**src/rtl/pll_ctrl_pkg.sv**
```systemverilog
// Shared types and constants for the ECP5 EHXPLLL dynamic phase sequencer.
// Holds the sequencer state encoding, the PHASESEL output-select codes and
// the width of the shared duration timer.
package pll_ctrl_pkg;

  typedef enum logic [2:0] {
    ST_IDLE,
    ST_SETUP,
    ST_PULSE,
    ST_GAP,
    ST_LOCKWAIT,
    ST_DONE
  } state_e;

  // PHASESEL encoding of the EHXPLLL outputs
  localparam logic [1:0] SEL_CLKOS  = 2'b00;
  localparam logic [1:0] SEL_CLKOS2 = 2'b01;
  localparam logic [1:0] SEL_CLKOS3 = 2'b10;
  localparam logic [1:0] SEL_CLKOP  = 2'b11;

  // Wide enough for every duration, LOCK_TIMEOUT being the largest
  localparam int TMR_W = 16;

endpackage

```
**src/rtl/pll_phase_timer.sv**
```systemverilog
// Loadable down-counter with terminal-count flag, shared by all sequencer waits.
// Ports: clock/reset; load_i + load_val_i preset the count; tc_o is high while count==0.
// Loading N-1 on state entry makes tc_o rise in the N-th cycle of that state.
module pll_phase_timer #(
  parameter int W = 16
) (
  input  logic         clock,
  input  logic         reset,
  input  logic         load_i,
  input  logic [W-1:0] load_val_i,
  output logic         tc_o
);

  logic [W-1:0] cnt_q, cnt_d;

  always_comb begin
    cnt_d = cnt_q;
    if (load_i) begin
      cnt_d = load_val_i;
    end else if (cnt_q != '0) begin
      cnt_d = cnt_q - 1'b1;
    end
  end

  always_ff @(posedge clock) begin
    if (reset) begin
      cnt_q <= '0;
    end else begin
      cnt_q <= cnt_d;
    end
  end

  assign tc_o = (cnt_q == '0);

endmodule

```
**src/rtl/pll_phase_ctrl.sv**
```systemverilog
// Sequencer driving EHXPLLL PHASESEL/PHASEDIR/PHASESTEP for one phase-shift request at a time.
// Latency: done at cycle 1+SETUP_CYC+N*(PULSE_CYC+GAP_CYC)+1 with lock present (cycle 1 for N=0).
// Backpressure: req_ready = idle & synchronized lock; req_valid while busy is dropped, never queued.
// Ports: clock, reset (sync, active-high); req_valid/req_ready/req_sel/req_dir/req_steps request;
//   done/err/busy status; pll_locked async LOCK in; phasesel/phasedir/phasestep/phaseloadreg to PLL;
//   phase_op/os/os2/os3 tracked phase, live only when PLL_PHASE_TRACK_EN is defined, else tied 0.
module pll_phase_ctrl #(
  parameter int SETUP_CYC    = 2,
  parameter int PULSE_CYC    = 4,
  parameter int GAP_CYC      = 4,
  parameter int LOCK_TIMEOUT = 1024
) (
  input  logic       clock,
  input  logic       reset,
  input  logic       req_valid,
  output logic       req_ready,
  input  logic [1:0] req_sel,
  input  logic       req_dir,
  input  logic [7:0] req_steps,
  output logic       done,
  output logic       err,
  output logic       busy,
  input  logic       pll_locked,
  output logic [1:0] phasesel,
  output logic       phasedir,
  output logic       phasestep,
  output logic       phaseloadreg,
  output logic [7:0] phase_op,
  output logic [7:0] phase_os,
  output logic [7:0] phase_os2,
  output logic [7:0] phase_os3
);

  import pll_ctrl_pkg::*;

  state_e     state_q, state_d;
  logic       sync1_q, sync2_q;
  logic       lock_sync;
  logic [1:0] phasesel_q, phasesel_d;
  logic       phasedir_q, phasedir_d;
  logic [7:0] remaining_q, remaining_d;
  logic       phasestep_q, phasestep_d;
  logic       done_q, done_d;
  logic       err_q, err_d;
  logic       busy_q, busy_d;
  logic       ready_q, ready_d;

  logic             tmr_load;
  logic [TMR_W-1:0] tmr_val;
  logic             tmr_tc;

  assign lock_sync = sync2_q;

  pll_phase_timer #(.W(TMR_W)) u_timer (
    .clock      (clock),
    .reset      (reset),
    .load_i     (tmr_load),
    .load_val_i (tmr_val),
    .tc_o       (tmr_tc)
  );

  always_comb begin
    state_d     = state_q;
    phasesel_d  = phasesel_q;
    phasedir_d  = phasedir_q;
    remaining_d = remaining_q;
    err_d       = 1'b0;
    tmr_load    = 1'b0;
    tmr_val     = '0;

    case (state_q)
      ST_IDLE: begin
        if (req_valid && ready_q) begin
          phasesel_d  = req_sel;
          phasedir_d  = req_dir;
          remaining_d = req_steps;
          if (req_steps == 8'd0) begin
            state_d = ST_DONE;
          end else begin
            state_d  = ST_SETUP;
            tmr_load = 1'b1;
            tmr_val  = TMR_W'(SETUP_CYC - 1);
          end
        end
      end
      ST_SETUP: begin
        if (tmr_tc) begin
          state_d  = ST_PULSE;
          tmr_load = 1'b1;
          tmr_val  = TMR_W'(PULSE_CYC - 1);
        end
      end
      ST_PULSE: begin
        if (tmr_tc) begin
          state_d     = ST_GAP;
          remaining_d = remaining_q - 8'd1;
          tmr_load    = 1'b1;
          tmr_val     = TMR_W'(GAP_CYC - 1);
        end
      end
      ST_GAP: begin
        if (tmr_tc) begin
          tmr_load = 1'b1;
          if (remaining_q != 8'd0) begin
            state_d = ST_PULSE;
            tmr_val = TMR_W'(PULSE_CYC - 1);
          end else begin
            state_d = ST_LOCKWAIT;
            tmr_val = TMR_W'(LOCK_TIMEOUT - 1);
          end
        end
      end
      ST_LOCKWAIT: begin
        // Lock wins over a timeout expiring in the same cycle
        if (lock_sync) begin
          state_d = ST_DONE;
        end else if (tmr_tc) begin
          state_d = ST_DONE;
          err_d   = 1'b1;
        end
      end
      ST_DONE: begin
        state_d = ST_IDLE;
      end
      default: begin
        state_d = ST_IDLE;
      end
    endcase

    // Outputs are registered copies of what the next state implies;
    // sync1_q is the next value of lock_sync.
    busy_d      = (state_d != ST_IDLE);
    done_d      = (state_d == ST_DONE);
    phasestep_d = (state_d != ST_PULSE);
    ready_d     = (state_d == ST_IDLE) && sync1_q;
  end

  always_ff @(posedge clock) begin
    if (reset) begin
      state_q     <= ST_IDLE;
      sync1_q     <= 1'b0;
      sync2_q     <= 1'b0;
      phasesel_q  <= 2'b00;
      phasedir_q  <= 1'b1;
      remaining_q <= 8'd0;
      phasestep_q <= 1'b1;
      done_q      <= 1'b0;
      err_q       <= 1'b0;
      busy_q      <= 1'b0;
      ready_q     <= 1'b0;
    end else begin
      state_q     <= state_d;
      sync1_q     <= pll_locked;
      sync2_q     <= sync1_q;
      phasesel_q  <= phasesel_d;
      phasedir_q  <= phasedir_d;
      remaining_q <= remaining_d;
      phasestep_q <= phasestep_d;
      done_q      <= done_d;
      err_q       <= err_d;
      busy_q      <= busy_d;
      ready_q     <= ready_d;
    end
  end

  assign req_ready    = ready_q;
  assign done         = done_q;
  assign err          = err_q;
  assign busy         = busy_q;
  assign phasesel     = phasesel_q;
  assign phasedir     = phasedir_q;
  assign phasestep    = phasestep_q;
  assign phaseloadreg = 1'b1;

`ifdef PLL_PHASE_TRACK_EN
  // A step counts only once its low pulse has run to its last cycle,
  // so a pulse cut short by reset never reaches the accumulator.
  logic       step_done;
  logic [7:0] delta;
  logic [7:0] ph_op_q, ph_os_q, ph_os2_q, ph_os3_q;

  assign step_done = (state_q == ST_PULSE) && tmr_tc;
  assign delta     = phasedir_q ? 8'd1 : 8'hFF;

  always_ff @(posedge clock) begin
    if (reset) begin
      ph_op_q  <= 8'd0;
      ph_os_q  <= 8'd0;
      ph_os2_q <= 8'd0;
      ph_os3_q <= 8'd0;
    end else if (step_done) begin
      case (phasesel_q)
        SEL_CLKOS:  ph_os_q  <= ph_os_q  + delta;
        SEL_CLKOS2: ph_os2_q <= ph_os2_q + delta;
        SEL_CLKOS3: ph_os3_q <= ph_os3_q + delta;
        default:    ph_op_q  <= ph_op_q  + delta;
      endcase
    end
  end

  assign phase_op  = ph_op_q;
  assign phase_os  = ph_os_q;
  assign phase_os2 = ph_os2_q;
  assign phase_os3 = ph_os3_q;
`else
  assign phase_op  = 8'd0;
  assign phase_os  = 8'd0;
  assign phase_os2 = 8'd0;
  assign phase_os3 = 8'd0;
`endif

endmodule

```
**config.mk**
```make
export PLATFORM = sky130hd
export DESIGN_NAME = pll_phase_ctrl
export DESIGN_NICKNAME = d
export VERILOG_FILES = /design/src/rtl/pll_ctrl_pkg.sv /design/src/rtl/pll_phase_timer.sv /design/src/rtl/pll_phase_ctrl.sv
export SDC_FILE = /design/constraint.sdc
export NUM_CORES = 1
export LEC_CHECK = 0
export ABC_AREA = 1
export BUFFER_PORTS_ARGS = -buffer_cell sky130_fd_sc_hd__buf_2
export CAP_MARGIN = 20
export CORE_MARGIN = 3
export CORE_UTILIZATION = 38
export CTS_CLUSTER_SIZE = 25
export DETAILED_ROUTE_END_ITERATION = 6
export SETUP_SLACK_MARGIN = 0.3
export SLEW_MARGIN = 5
export SYNTH_ARGS = -nofsm -noshare
export SYNTH_HDL_FRONTEND = slang
export SYNTH_SLANG_ARGS = --single-unit
```
**constraint.sdc**
```tcl
create_clock -name clock -period 1.7 [get_ports clock]
set_input_delay 0.255 -clock clock [delete_from_list [all_inputs] [get_ports clock]]
set_output_delay 0.255 -clock clock [all_outputs]
set_load 0.01 [all_outputs]
```
# Yosys cells after proc, flatten, opt, wreduce, memory -nomap -nowiden
# Cells that the tools add are included.
# W data, S select, Z words.
[word_totals]
inputBits = 15
wordCells = 63
reg_bits = 37
[classes]
eq_ne = 8
n_reduce_logical = 16
n_bitwise = 1
mux = 24
add_sub_neg = 2
[op_table]
columns = ["op", "count"]
rows = [
  ["$mux W16", 2],
  ["$pmux W10 S3", 1],
  ["$mux W3", 8],
  ["$mux W10", 2],
  ["$logic_not A16 Y1", 1],
  ["$mux W8", 2],
  ["$pmux W8 S2", 1],
  ["$reduce_bool A16 Y1", 1],
  ["$sub A16 B1 Y16 const B", 1],
  ["$pmux W3 S5", 1],
  ["$logic_not A8 Y1", 1],
  ["$reduce_bool A8 Y1", 1],
  ["$sub A8 B1 Y8 const B", 1],
  ["$eq A3 B2 Y1 const B", 2],
  ["$eq A3 B3 Y1 const B", 2],
  ["$logic_not A3 Y1", 2],
  ["$reduce_or A3 Y1", 2],
  ["$mux W1", 5],
  ["$ne A2 B2 Y1 const B", 2],
  ["$reduce_bool A2 Y1", 2],
  ["$eq A3 B1 Y1 const B", 1],
  ["$ne A3 B2 Y1 const B", 1],
  ["$reduce_and A3 Y1", 1],
  ["$reduce_bool A3 Y1", 1],
  ["6 further kinds", 7],
]

# Logic depth before layout (Yosys ltp)
[logic_depth]
word_depth = 6
mapped_depth = 12
ltp_nobuf = 12

# Modules after synthesis
# Synthesis repeated with hierarchy kept, for this count alone.
[unflattened]
cells_unflattened = 398
area_unflattened_um2 = 2568.7
[by_module_without_submodules]
columns = ["module", "n_inst", "cells_per_inst", "area_per_inst_um2", "seq_area_each_um2"]
rows = [
  ["pll_phase_ctrl", 1, 219, 1453.9, 420.4],
  ["pll_phase_timer", 1, 179, 1114.8, 320.3],
]

# Worst setup path after synthesis
# No wires, ideal clock.
[synth_timing]
path_type = "register to register"
from = "register u_timer.cnt_q[0]"
to = "register u_timer.cnt_q[10]"
setup_slack_ps = 204
path_stages_with_launch = 13
n_path_buf = 1
t_arrival_ps = 1366
cell_sequence = "dfxtp_1 -> inv_1 -> ha_1 -> nand2_4 -> nor2_4 -> nand2_4 -> inv_2 -> nand3_2 -> nand2_2 -> inv_4 -> buf_8 -> nand3_1 -> nor2_1"
[synth_between]
elab_chain_cells = 4
elab_cells_between_ends = 8
[synth_lines]
columns = ["element", "line_no", "source"]
rows = [
  ["start: declaration", "pll_phase_timer.sv:14", "logic [W-1:0] cnt_q, cnt_d;"],
  ["start signal: assignment", "pll_phase_timer.sv:29", "cnt_q <= cnt_d;"],
  ["branches (longest 4 deep; another with $sub A16 B1 Y16)", "n/a", ""],
]
# Parallel ways; which one is timed is not known. The select of a mux whose other input is x is not followed.
# A chain may end at the register's enable or synchronous reset.

# Worst setup path in the final report
[layout_timing]
from = "register u_timer.cnt_q[1]"
to = "register done_q (netlist: done)"
[layout_between]
elab_chain_cells = 5
elab_cells_between_ends = 8
[layout_lines]
columns = ["element", "line_no", "source"]
rows = [
  ["$logic_not A16 Y1 *", "pll_phase_timer.sv:33", "assign tc_o = (cnt_q == '0);"],
  ["$mux W3", "pll_phase_ctrl.sv:117", "end else if (tmr_tc) begin"],
  ["$mux W3", "pll_phase_ctrl.sv:115", "if (lock_sync) begin"],
  ["$pmux W3 S5 *", "pll_phase_ctrl.sv:71", "case (state_q)"],
  ["$eq A3 B3 Y1 *", "pll_phase_ctrl.sv:133", "done_d = (state_d == ST_DONE);"],
  ["end signal: assignment", "pll_phase_ctrl.sv:159", "done_q <= done_d;"],
  ["end: declaration", "pll_phase_ctrl.sv:43", "logic done_q, done_d;"],
]
# Every way passes the cells marked *; elsewhere a longest branch is shown, timed or not.

==> results.json <==
{
  "crit_required_ns": 1.94,
  "start_util": 0.406,
  "io_buffers": 22,
  "finalWirelength_microns": 4960,
  "path_clk_slew_ns": 0.09,
  "worst-path-max-fanout": 7,
  "nNetsFinal": 377,
  "critPathKind": "reg2reg",
  "antenna_cells": 0,
  "power_mw": 4.22,
  "synth_adder_area_share": 0.0109,
  "synth_simple_gate_area_frac": 0.313,
  "yosysUniqueCellTypes": 31,
  "ys_ff_latch": 37,
  "synth.area.mux_share": 0.00870,
  "grt_pass1_wl_microns": 8070,
  "cp-start-kind": "flip-flop",
  "synth_top_family_by_area": "simple AND/OR/NAND/NOR gates",
  "post-synth-top-area-cell": "dfxtp_1",
  "internal_power_mw": 2.44,
  "viasPerCell": 4.55,
  "status": "finished, final reports clean",
  "gp_congestion": 0.843,
  "avgSynthCellArea_sq_um": 7.22,
  "startpoint": "u_timer.cnt_q[1]",
  "die-area_sq_mm": 0.00703,
  "finalSetupViolations": 0,
  "irDropWorstVdd_mv": 0.840,
  "numCtsBuffers": 5,
  "skew_ns": 0.00990,
  "ant_nets": 0,
  "max-cap-violations": 0,
  "fin_setup_tns_ns": 0,
  "cts_tree": "done",
  "drt_pass1_iterations": 4,
  "wire_per_inst_microns": 11.5,
  "synth_top_area_share": 0.322,
  "clock-root-buffer": "clkbuf_8",
  "fin_crit_ns": 1.48,
  "vias": 1970,
  "antenna_found_initial": 0,
  "die_height_microns": 83.8,
  "power.leakage_nw": 1.35,
  "yosysSeqAreaShare": 0.322,
  "relSlewSlack": 0.648,
  "grt_max_degree": 15,
  "num_rows": 27,
  "cts_buffer_depth": 2,
  "combPwrFrac": 0.523,
  "hold_buffers": 0,
  "hold_depth": 3,
  "synthCells": 319,
  "reg2reg_slack_ns": 0.22,
  "worst_pin_slew_ns": 0.527,
  "rr_endpoint": "done",
  "worstHoldStart": "pll_locked",
  "drc": 0,
  "swShare": 0.422,
  "die_w_microns": 83.8,
  "p_sw_mw": 1.78,
  "worstRegToRegCells": 10,
  "synth_compound_area_frac": 0.101,
  "ff_latch_area_sq_um": 751,
  "max_freq_mhz": 676,
  "ios": 56,
  "synth.area.top_cells": "dfxtp_1, buf_4, nor2_1",
  "first_global_vias": 1761,
  "grt_overflow_total": 0,
  "powerDensity_mw_per_mm2": 1550,
  "syn_area_sq_mm": 0.00230,
  "hpwl_microns": 3430,
  "worstPathArrival_ns": 1.72,
  "hp-class": "in2reg",
  "core_area_sq_mm": 0.00568,
  "rsz0062_at_grt": "yes",
  "layout_setup_ws_ns": 0.222,
  "timing.rr.start": "u_timer.cnt_q[1]",
  "fin_crit_sh": 0.870,
  "synthToLayoutAreaGrowth_pct": 18.5,
  "maxSlewViolCount": 0,
  "multi_input_area_sq_mm": 0.00140,
  "synth_xor_area_frac": 0.0647,
  "p_clk_frac": 0.189,
  "yosys_warnings": 0,
  "sequentialPowerShare": 0.288,
  "track_usage": 0.139,
  "drive_gt1_frac": 0.324,
  "drtIter0Drc": 68,
  "nFillCells": 560,
  "htree_levels": 2,
  "cts.sinks": 37,
  "hold_viol_final": 0,
  "hold_end": "sync1_q",
  "insertion_delay_ns": 0.30,
  "end_kind": "flip-flop",
  "place_ws_ns": 0.189
}
-- cell usage after synthesis --
master	number
a21oi_1	20
a21oi_2	3
buf_2	2
buf_4	33
buf_6	1
buf_8	1
clkbuf_1	1
conb_1	2
dfxtp_1	37
ha_1	2
inv_1	24
inv_2	5
inv_4	2
mux2i_1	2
nand2_1	47
nand2_2	8
nand2_4	3
nand3_1	15
nand3_2	7
nor2_1	53
nor2_2	7
nor2_4	4
nor3_1	4
nor4_1	1
o211a_1	1
o21a_1	1
o21ai_0	11
o21ai_1	3
o21ai_2	2
xnor2_1	6
xor2_1	11
-- routing by layer --
| metal | global-route usage | wire [microns] | share of wire | up-vias |
|---|---|---|---|---|
| li1 | - | - | - | 1019 |
| met1 | 0.183 | 2330 | 0.47 | 898 |
| met2 | 0.223 | 2370 | 0.48 | 46 |
| met3 | 0.0355 | 218 | 0.044 | 7 |
| met4 | 0.0439 | 46 | 0.0093 | 0 |
| met5 | 0 | 0 | 0 | - |
-- flip-flops by register name, summed over array words and instances, names as in the netlist --
name / flops
busy: 1
done: 1
err: 1
lock_sync: 1
phasedir: 1
phasesel: 2
phasestep: 1
remaining_q: 8
req_ready: 1
state_q: 3
sync1_q: 1
u_timer.cnt_q: 16
-- layout make-up --
type / instances / area share
Clock buffer: 5 / 0.0252
Clock inverter: 3 / 0.0170
Inverter: 31 / 0.0454
Multi-Input combinational cell: 244 / 0.513
Sequential cell: 37 / 0.275
Tap cell: 72 / 0.0330
Timing Repair Buffer: 40 / 0.0903
Timing Repair inverter: 1 / 0.00138
-- worst max-delay path, stage by stage, from the launching register on --
cell and delay [ns]:
dfxtp_2 0.33, inv_2 0.07, ha_4 0.15, nand2_4 0.06
nor2_4 0.10, nand2_4 0.10, nor2_2 0.15, nand3_4 0.13
nand2_2 0.12, nand2_1 0.08, nor2_1 0.13
-- cell families (layout without fill, tap and decap cells) --
logic type	Yosys count	count (layout)
simple gates	149	149
buf+inv	69	80
compound gates	41	41
flops	37	37
xor+xnor	17	17
fa+ha+maj	2	2
other cells	2	33
mux	2	2
-- per-stage QoR --
stage,area [sq um],util,std cells,hold WS (ns)
after detailed placement,2370,0.417,409,0.430
after CTS,2670,0.470,432,0.157
after global routing,2730,0.481,433,0.170
after global placement,2370,0.417,409,0.437
final,2730,0.481,433,0.155
after floorplan,2430,-,350,0.324
-- cell usage in the layout (no fill, tap or decap), types with 2 or more instances in the layout --
master,synthesis,layout
xnor2_1,6,6
nor2_2,7,8
nor2_1,53,47
inv_2,5,10
buf_2,2,23
inv_1,24,20
a21oi_2,3,5
xor2_1,11,10
conb_1,2,33
nand3_4,0,2
nand2_4,3,6
nand3_2,7,6
nand2_1,47,46
mux2i_1,2,2
o21ai_0,11,9
buf_4,33,16
o21ai_1,3,4
a21oi_1,20,18
nand2_2,8,6
nor3_1,4,3
dfxtp_2,0,8
nor2_4,4,9
nand3_1,15,14
o21ai_2,2,2
dfxtp_1,37,29
clkbuf_8,0,5
-- what timing repair did --
action,in CTS,in global routing
pin swaps,16,7
setup endpoints to repair,29,32
gates cloned,2,0
resized for setup,26,14
setup buffers,13,1
-- power groups by stage --
stage | registers (mW) | clock network (mW) | logic [mW]
after global placement | 1.19 | 0 | 1.75
after floorplan | 1.16 | 0 | 1.57
final | 1.21 | 0.797 | 2.21
after global routing | 1.23 | 0.839 | 2.47
after CTS | 1.20 | 0.811 | 2.05
after detailed placement | 1.19 | 0 | 1.77
-- worst max-delay path by stage --
stage,end,slack (ns),cells past startpoint
6_report,done,0.22,10
5_1_grt,u_timer.cnt_q[7],0.13,10
4_1_cts,remaining_q[6],0.24,10
3_5_place_dp,remaining_q[6],0.19,10
3_3_place_gp,remaining_q[6],0.20,10
2_1_floorplan,u_timer.cnt_q[10],0.31,12
No activity file was read; power rests on OpenSTA's default activity.
